[config.mk]
export PLATFORM = sky130hd
export DESIGN_NAME = branch_predict_unit_flat
export DESIGN_NICKNAME = d
export VERILOG_FILES = /design/src/rtl/cpu_pkg.sv /design/src/rtl/branch_predict_unit_if.sv /design/src/rtl/pred_queue.sv /design/src/rtl/branch_predict_unit.sv /design/src/flat_wrapper.sv
export SDC_FILE = /design/constraint.sdc
export NUM_CORES = 1
export LEC_CHECK = 0
export ABC_AREA = 1
export CORE_UTILIZATION = 50
export CTS_CLUSTER_DIAMETER = 100
export DETAILED_ROUTE_END_ITERATION = 8
export DONT_BUFFER_PORTS = 1
export PLACE_DENSITY = 0.69
export SLEW_MARGIN = 20
export SYNTH_ARGS = -nofsm -noshare
export SYNTH_HDL_FRONTEND = slang
export SYNTH_HIERARCHICAL = 1
export SYNTH_SLANG_ARGS = --single-unit
[constraint.sdc]
create_clock -name clk -period 6.3 [get_ports clk]
set_input_delay 1.26 -clock clk [delete_from_list [all_inputs] [get_ports clk]]
set_output_delay 1.26 -clock clk [all_outputs]
set_load 0.1 [all_outputs]
[src/rtl/cpu_pkg.sv]
// Shared definitions for the decode-side branch predictor: opcode, counter states
// and the in-flight prediction record.
package cpu_pkg;

    localparam int XLEN      = 32;
    localparam int BHT_DEPTH = 64;
    localparam int BHT_IDX_W = $clog2(BHT_DEPTH);
    localparam int Q_DEPTH   = 4;

    localparam logic [4:0] BR_OPCODE = 5'b01100;

    typedef enum logic [1:0] {
        SNT = 2'b00,
        WNT = 2'b01,
        WT  = 2'b10,
        ST  = 2'b11
    } ctr_t;

    typedef struct packed {
        logic                 pred;
        logic [XLEN-1:0]      target;
        logic [XLEN-1:0]      pc_inc4;
        logic [BHT_IDX_W-1:0] idx;
    } bpu_entry_t;

endpackage

[src/rtl/branch_predict_unit_if.sv]
// Fetch/execute-facing signal bundle of the branch predictor.
interface branch_predict_unit_if #(
    parameter int N = 32
);
    logic         if_valid;
    logic [N-1:0] if_instr;
    logic [N-1:0] if_pc_inc4;
    logic         ex_resolve;
    logic         ex_taken;
    logic         BranchTaken;
    logic         Flush;
    logic [N-1:0] LastPC;
    logic         de_stall;
    logic         q_err;

    modport master (
        output if_valid, if_instr, if_pc_inc4, ex_resolve, ex_taken,
        input  BranchTaken, Flush, LastPC, de_stall, q_err
    );

    modport slave (
        input  if_valid, if_instr, if_pc_inc4, ex_resolve, ex_taken,
        output BranchTaken, Flush, LastPC, de_stall, q_err
    );
endinterface

[src/rtl/pred_queue.sv]
// In-order FIFO of outstanding predictions; clear discards everything in one cycle.
module pred_queue
    import cpu_pkg::*;
#(
    parameter int DEPTH = 4
) (
    input  logic       clk,
    input  logic       rst_n,
    input  logic       push,
    input  logic       pop,
    input  logic       clear,
    input  bpu_entry_t din,
    output bpu_entry_t head,
    output logic       full,
    output logic       empty
);
    localparam int PW = $clog2(DEPTH);

    bpu_entry_t    mem [DEPTH];
    logic [PW-1:0] wr_ptr;
    logic [PW-1:0] rd_ptr;
    logic [PW:0]   count;

    always_ff @(posedge clk or negedge rst_n) begin
        if (!rst_n) begin
            wr_ptr <= '0;
            rd_ptr <= '0;
            count  <= '0;
        end else if (clear) begin
            wr_ptr <= '0;
            rd_ptr <= '0;
            count  <= '0;
        end else begin
            if (push) wr_ptr <= wr_ptr + 1'b1;
            if (pop)  rd_ptr <= rd_ptr + 1'b1;
            count <= count + (PW+1)'(push) - (PW+1)'(pop);
        end
    end

    // Entry storage carries no reset; only pointers and count qualify it.
    always_ff @(posedge clk) begin
        if (push) mem[wr_ptr] <= din;
    end

    assign head  = mem[rd_ptr];
    assign full  = (count == (PW+1)'(DEPTH));
    assign empty = (count == '0);

endmodule

[src/rtl/branch_predict_unit.sv]
// Decode-stage branch predictor: 2-bit BHT lookup, in-order tracking of predictions,
// training on resolution and mispredict recovery toward fetch.
module branch_predict_unit
    import cpu_pkg::*;
#(
    parameter int N           = XLEN,
    parameter int BHT_ENTRIES = BHT_DEPTH,
    parameter int QDEPTH      = Q_DEPTH
) (
    input logic                  clk,
    input logic                  rst_n,
    branch_predict_unit_if.slave bus
);
    localparam int IDX_W = $clog2(BHT_ENTRIES);

    ctr_t                bht [BHT_ENTRIES];
    logic                is_br;
    logic signed [N-1:0] off;
    logic [N-1:0]        pc;
    logic [N-1:0]        target;
    logic [IDX_W-1:0]    idx;
    logic                pred;
    logic                pop;
    logic                push;
    logic                room;
    logic                mispred;
    logic                q_full;
    logic                q_empty;
    bpu_entry_t          head;
    bpu_entry_t          tail_entry;
    logic                flush_p1;
    logic [N-1:0]        last_pc_p1;
    logic                q_err_p1;
    logic                unused_bits;

    function automatic ctr_t train(input ctr_t c, input logic taken);
        case (c)
            SNT:     train = taken ? WNT : SNT;
            WNT:     train = taken ? WT  : SNT;
            WT:      train = taken ? ST  : WNT;
            default: train = taken ? ST  : WT;
        endcase
    endfunction

    // Decode/predict: purely combinational against the current IF/DE content.
    always_comb begin
        is_br   = bus.if_valid & (bus.if_instr[31:27] == BR_OPCODE);
        off     = {{(N-17){bus.if_instr[16]}}, bus.if_instr[16:0]};
        pc      = bus.if_pc_inc4 - N'(4);
        target  = pc + $unsigned(off);
        idx     = pc[IDX_W+1:2];
        pred    = (bht[idx] == WT) || (bht[idx] == ST);
        pop     = bus.ex_resolve & ~q_empty;
        mispred = pop & (head.pred != bus.ex_taken);
        // A same-cycle pop frees a slot, so a full queue can still accept.
        room    = ~q_full | pop;
        push    = is_br & ~flush_p1 & room & ~mispred;
    end

    assign tail_entry      = '{pred: pred, target: target, pc_inc4: bus.if_pc_inc4, idx: idx};
    assign bus.BranchTaken = is_br & ~flush_p1 & room & pred;
    assign bus.de_stall    = is_br & ~flush_p1 & ~room;
    assign bus.Flush       = flush_p1;
    assign bus.LastPC      = last_pc_p1;
    assign bus.q_err       = q_err_p1;
    assign unused_bits     = ^{bus.if_instr[26:17], pc[1:0], pc[N-1:IDX_W+2]};

    pred_queue #(
        .DEPTH (QDEPTH)
    ) u_queue (
        .clk   (clk),
        .rst_n (rst_n),
        .push  (push),
        .pop   (pop),
        .clear (mispred),
        .din   (tail_entry),
        .head  (head),
        .full  (q_full),
        .empty (q_empty)
    );

    // Resolve stage: train the head's counter; a prediction read this cycle sees the old value.
    always_ff @(posedge clk or negedge rst_n) begin
        if (!rst_n) begin
            for (int i = 0; i < BHT_ENTRIES; i++) bht[i] <= WNT;
        end else if (pop) begin
            bht[head.idx] <= train(bht[head.idx], bus.ex_taken);
        end
    end

    always_ff @(posedge clk or negedge rst_n) begin
        if (!rst_n) begin
            flush_p1   <= 1'b0;
            last_pc_p1 <= '0;
            q_err_p1   <= 1'b0;
        end else begin
            flush_p1 <= mispred;
            if (mispred) last_pc_p1 <= bus.ex_taken ? head.target : head.pc_inc4;
            if (bus.ex_resolve && q_empty) q_err_p1 <= 1'b1;
        end
    end

endmodule
[src/flat_wrapper.sv]
// flat-port wrapper written by rule: the top's interface ports become plain ports
module branch_predict_unit_flat import cpu_pkg::*;
#(
    parameter int N           = XLEN,
    parameter int BHT_ENTRIES = BHT_DEPTH,
    parameter int QDEPTH      = Q_DEPTH
)
  (clk, rst_n, bus_if_valid, bus_if_instr, bus_if_pc_inc4, bus_ex_resolve, bus_ex_taken, bus_BranchTaken, bus_Flush, bus_LastPC, bus_de_stall, bus_q_err);
  branch_predict_unit_if #(.N(N)) bus_i ();
  input logic clk;
  input logic rst_n;
  input wire logic [$bits(bus_i.if_valid)-1:0] bus_if_valid;
  input wire logic [$bits(bus_i.if_instr)-1:0] bus_if_instr;
  input wire logic [$bits(bus_i.if_pc_inc4)-1:0] bus_if_pc_inc4;
  input wire logic [$bits(bus_i.ex_resolve)-1:0] bus_ex_resolve;
  input wire logic [$bits(bus_i.ex_taken)-1:0] bus_ex_taken;
  output wire logic [$bits(bus_i.BranchTaken)-1:0] bus_BranchTaken;
  output wire logic [$bits(bus_i.Flush)-1:0] bus_Flush;
  output wire logic [$bits(bus_i.LastPC)-1:0] bus_LastPC;
  output wire logic [$bits(bus_i.de_stall)-1:0] bus_de_stall;
  output wire logic [$bits(bus_i.q_err)-1:0] bus_q_err;
  assign bus_i.if_valid = bus_if_valid;
  assign bus_i.if_instr = bus_if_instr;
  assign bus_i.if_pc_inc4 = bus_if_pc_inc4;
  assign bus_i.ex_resolve = bus_ex_resolve;
  assign bus_i.ex_taken = bus_ex_taken;
  assign bus_BranchTaken = bus_i.BranchTaken;
  assign bus_Flush = bus_i.Flush;
  assign bus_LastPC = bus_i.LastPC;
  assign bus_de_stall = bus_i.de_stall;
  assign bus_q_err = bus_i.q_err;
  branch_predict_unit #(.N(N), .BHT_ENTRIES(BHT_ENTRIES), .QDEPTH(QDEPTH)) u_core (.clk(clk), .rst_n(rst_n), .bus(bus_i));
endmodule
==> impl_metrics.tcl <==
set metrics [dict create \
    numCtsBuffers 49 \
    drtAntennaViolNets 0 \
    root_buffer "clkbuf_16" \
    power_mw 11.8 \
    p_leak_nw 10.8 \
    die-width_um 220 \
    pre_cts_slack_ps 1140 \
    cpMostUsedCell "nand3_1" \
    r2r_slack_ps 1220 \
    met2_usage_pct 39.6 \
    synth_xor_xnor_area_share_pct 1.88 \
    rows 79 \
    clk_latency_ps 610 \
    synth_mux_area_share_pct 0 \
    drcViolationCount 16 \
    dr_total_vias 18300 \
    hold_viol 0 \
    busiest_layer "met2" \
    fin_ws_ps 1060 \
    postLayoutCoreUtil_pct 54.7 \
    drt_iter0_markers 1523 \
    place_area_sq_um 23900 \
    grt_pass1_wl_mm 93.3 \
    grt_overflow 0 \
    maxSlewHeadroom_pct 29.9 \
    grt_use_met1_pct 33.8 \
    max_freq_mhz 191 \
    nFillCells 4104 \
    die_y_um 220 \
    synthFlopType "edfxtp_1" \
    worst_pin_slew_ps 1050 \
    core-area_sq_um 46700 \
    rr_startpoint "u_core/u_queue/rd_ptr[0]" \
    antenna_found_initial 2 \
    crit_type "in2out" \
    pin_count 105 \
    p_per_area_nw_per_um2 462 \
    cts.clk_slew.worst_paths_ps 60 \
    cap_violations 0 \
    synth_edf_count 284 \
    via_per_inst 5.52 \
    met3_usage_pct 3.75 \
    hold_buffers 0 \
    grtUsageTotal_pct 25.0 \
    required_ps 5040 \
    cts-resized-gates 0 \
    die_area_sq_um 48300 \
    setup_viol 0 \
    synth-compound-area-share_pct 11.0 \
    place_congestion 0.930 \
    critPathMaxFanout 38 \
    yosysSeqAreaShare_pct 54.2 \
    numClockSinks 453 \
    synth_cell_type_count 42 \
    wire_per_inst_um 18.0 \
    arrival_ps 3980 \
    layout.cells.non_filler 3314 \
    ys_warn_count 6 \
    fin_crit_ps 5240 \
    cts_tree "done" \
    start_util_pct 50.8 \
    wl_mm 59.5 \
    synth_fa_ha_area_share_pct 2.33 \
    synthesis.nets 2819 \
    failed_checks "design-rule violations" \
    grt_pass1_vias 17300 \
    crit_path_end_kind "output port" \
    tns_ps 0 \
    r2r_cells 16 \
    critPathLaunchType "input port" \
    fin_skew_ps 24.4 \
    min_period_over_period_pct 83.1 \
    synth_top_family_by_area "simple AND/OR/NAND/NOR gates" \
    status "finished, violations left" \
    postCtsSetupBuffers 0 \
    nets 2777 \
    max-vdd-ir-drop_mv 0.823 \
    port_buffers 0 \
    area_growth_pct 7.69 \
    final_cell_area_sq_um 25500 \
    yosys.area_share.simple_pct 21.0 \
    slowest_stage "xor2_1" \
    drive_above_1_share_pct 6.69 \
    drt_first_pass_iters 9 \
    synth-seq-cells 453 \
    dp_hpwl_mm 37.0 \
    hp-class "in2async" \
    max-clock-path-buffers 3 \
    ctsHtreeMaxLevel 2 \
    synthesis.area_sq_um 23700 \
    synth_async_sr_flop_share_pct 37.3 \
    reg2reg_to "u_core/bht[96]" \
    post_synth.cell_area_avg_sq_um 8.76 \
    critPathMaxStageDelay_ps 550 \
    final_cell_mix "nand2_1, inv_1, edfxtp_1" \
    dp.cells 3221 \
    whs_ps 379 \
    crit_chain "inv_2 > buf_4 > nand2_1 > xor2_1 > inv_1 > nand3_1 > nand3_1 > nand3_1 > nand2_1 > nor2_2 > buf_4" \
    grt_setup_unrepaired "false" \
    maxSlewViolCount 0 \
    synth_cells 2707 \
    layout_commonest_cell "nand2_1" \
    grt_max_degree 171 \
]
## where the power goes
part	internal, mW	total [mW]	switching [mW]
Combinational	1.12	4.19	3.08
Clock	1.67	2.86	1.19
Sequential	3.73	4.74	1.01
## cells in the mapped netlist, drive strengths merged, types with 3 or more instances
| cell | instances | area [sq um] |
|---|---|---|
| a21o | 3 | 22.5 |
| a21oi | 77 | 385 |
| buf | 83 | 672 |
| clkbuf | 28 | 105 |
| clkinv | 6 | 22.5 |
| dfrtp | 105 | 2630 |
| dfstp | 64 | 1680 |
| edfxtp | 284 | 8530 |
| ha | 41 | 513 |
| inv | 394 | 1480 |
| nand2 | 781 | 2950 |
| nand3 | 143 | 716 |
| nand4 | 9 | 56.3 |
| nor2 | 247 | 955 |
| nor3 | 45 | 225 |
| o211ai | 175 | 1310 |
| o21a | 33 | 248 |
| o21ai | 116 | 581 |
| or2 | 7 | 43.8 |
| xnor2 | 17 | 149 |
| xor2 | 34 | 298 |
## routing by layer
metal | vias up | wire length [um]
li1 | 8772 | -
met1 | 8732 | 26200
met2 | 615 | 27000
met3 | 164 | 3960
met4 | 0 | 2430
met5 | - | 0
## cell type report
| class | count | area, sq um | share of cell area [%] |
|---|---|---|---|
| Antenna cell | 1 | 2.50 | 0.00980 |
| Clock buffer | 73 | 1400 | 5.47 |
| Clock inverter | 19 | 205 | 0.804 |
| Inverter | 400 | 1510 | 5.93 |
| Multi-Input combinational cell | 1743 | 8610 | 33.7 |
| Sequential cell | 453 | 12800 | 50.3 |
| Tap cell | 607 | 759 | 2.98 |
| Timing Repair Buffer | 18 | 203 | 0.794 |
## state kept, by name (all words and copies together) (netlist names)
register / flops
u_core/bht: 128
u_core/bus.Flush: 1
u_core/bus.LastPC: 32
u_core/bus.q_err: 1
u_core/u_queue/count: 3
u_core/u_queue/mem: 284
u_core/u_queue/rd_ptr: 2
u_core/u_queue/wr_ptr: 2
## worst max-delay path: cells and delay by family
family | cells | cell delay [ps]
buffers and inverters | 4 | 1180
and+or+nand+nor | 6 | 960
xor gates and xnor gates | 1 | 550
## how the worst max path moves through the flow
| stage | from | end | slack [ps] |
|---|---|---|---|
| 2_1_floorplan | bus_if_pc_inc4[2] | bus_BranchTaken | 470 |
| 3_3_place_gp | bus_if_pc_inc4[2] | bus_BranchTaken | 1160 |
| 3_5_place_dp | bus_if_pc_inc4[2] | bus_BranchTaken | 1140 |
| 4_1_cts | bus_if_pc_inc4[2] | bus_BranchTaken | 1140 |
| 5_1_grt | u_core/u_queue/rd_ptr[0] | u_core/bht[32] | 800 |
| 6_report | bus_if_pc_inc4[2] | bus_BranchTaken | 1060 |
## kinds of logic (layout without fill, tap and decap cells)
group,count (synthesis),count (layout)
and+or+nand+nor,1237,1237
AOI/OAI and AO/OA,412,412
buffers and inverters,511,510
adders and majority gates,43,43
DFF,453,453
other,0,1
xor gates and xnor gates,51,51
(Power assumes the default switching activity.)
==> RTL edit: new RTL, same flow settings <==
Make the reset (`rst_n`) synchronous in 3 clocked blocks.
--- a/src/rtl/pred_queue.sv
+++ b/src/rtl/pred_queue.sv
@@ -23,3 +23,3 @@
 
-    always_ff @(posedge clk or negedge rst_n) begin
+    always_ff @(posedge clk) begin
         if (!rst_n) begin
--- a/src/rtl/branch_predict_unit.sv
+++ b/src/rtl/branch_predict_unit.sv
@@ -82,3 +82,3 @@
     // Resolve stage: train the head's counter; a prediction read this cycle sees the old value.
-    always_ff @(posedge clk or negedge rst_n) begin
+    always_ff @(posedge clk) begin
         if (!rst_n) begin
@@ -90,3 +90,3 @@
 
-    always_ff @(posedge clk or negedge rst_n) begin
+    always_ff @(posedge clk) begin
         if (!rst_n) begin
Function: not settled (the Yosys comparison gave no result); the edit may change what the design does.
==> RTL edit against the original RTL <==
- die area down 1.9%
- final area down 2.3%
- highest routed layer is now met5
- area after synthesis down 1.9%
- sequential cell count up 2
- worst setup slack better by 0.37 ns
- routed wire length down 3.2%
- critical endpoint unchanged
- global-route usage down 0.64 points
Power is not compared: it rests on default switching activity, and its combinational part moved more than twofold at a synthesized area within 25%.
==> RTL edit: results <==
[global_routing]
met3_usage_pct = 5.24
antenna_found_initial = 11
grt_pass1_wl_um = 88400
grt_usage_pct = 24.3
use_met2_pct = 39.4
grt_start_max_net_pins = 109

[detailed_routing]
vias_per_cell = 5.52
drt_iter0_markers = 1551
highest_layer = "met5"
drt-wirelength-per-cell_um = 18.5
met3_length_um = 4440
first_pass_iters = 6
wl_met1_um = 24400

[worst_setup_path]
max_stage_delay_ns = 0.76
slowest_stage = "xor2_1"
timing.rr.end = "u_core/bht[49][1]$_SDFFCE_PN0P_"
startpoint = "bus_if_pc_inc4[4]"
critPathArrivalTime_ns = 3.60
rr_worst_depth = 14
ff2ff_setup_slack_ns = 1.51
worstPathMaxFanout = 9

[layout]
drive_gt1_share_pct = 5.30

[logic_synthesis]
synthXorXnorAreaFrac_pct = 1.85
synth_edf_count = 412
synth-adder-area-share_pct = 2.38
synth_compound_area_share_pct = 13.2
ys_seq_area_share_pct = 56.9
synthDistinctLibCells = 40

[run_status]
status = "finished, final reports clean"

[worst_hold_path]
hold_path.class = "flip-flop to flip-flop"

[placed_design]
dp_hpwl_um = 37300
gp_congestion = 0.977

[timing]
worst_pin_slew_ns = 1.16
fin_skew_ns = 0.0328

[cts]
cts_buffers = 47
-- RTL edit: per-stage QoR --
step | hold WS [ns] | area, um2 | setup WS, ns | power (mW) | cells
after floorplan | 0.436 | 23200 | 0.778 | 5.62 | 2514
after global placement | 0.445 | 23500 | 1.53 | 5.89 | 3020
after global routing | 0.529 | 24900 | 1.32 | 8.94 | 3110
after CTS | 0.476 | 24900 | 1.52 | 8.60 | 3108
final | 0.481 | 24900 | 1.44 | 8.57 | 3114
after detailed placement | 0.466 | 23500 | 1.47 | 5.94 | 3020
-- RTL edit: cell type report --
| cell class | count | area [um2] |
|---|---|---|
| diodes | 6 | 15.0 |
| repair buffers | 26 | 213 |
| fillers | 3960 | 20600 |
| clock buffers | 72 | 1330 |
| multi-input cells | 1545 | 7760 |
| flip-flops and latches | 455 | 13200 |
| clock inverters | 16 | 143 |
| inverters | 394 | 1480 |
| well taps | 600 | 751 |
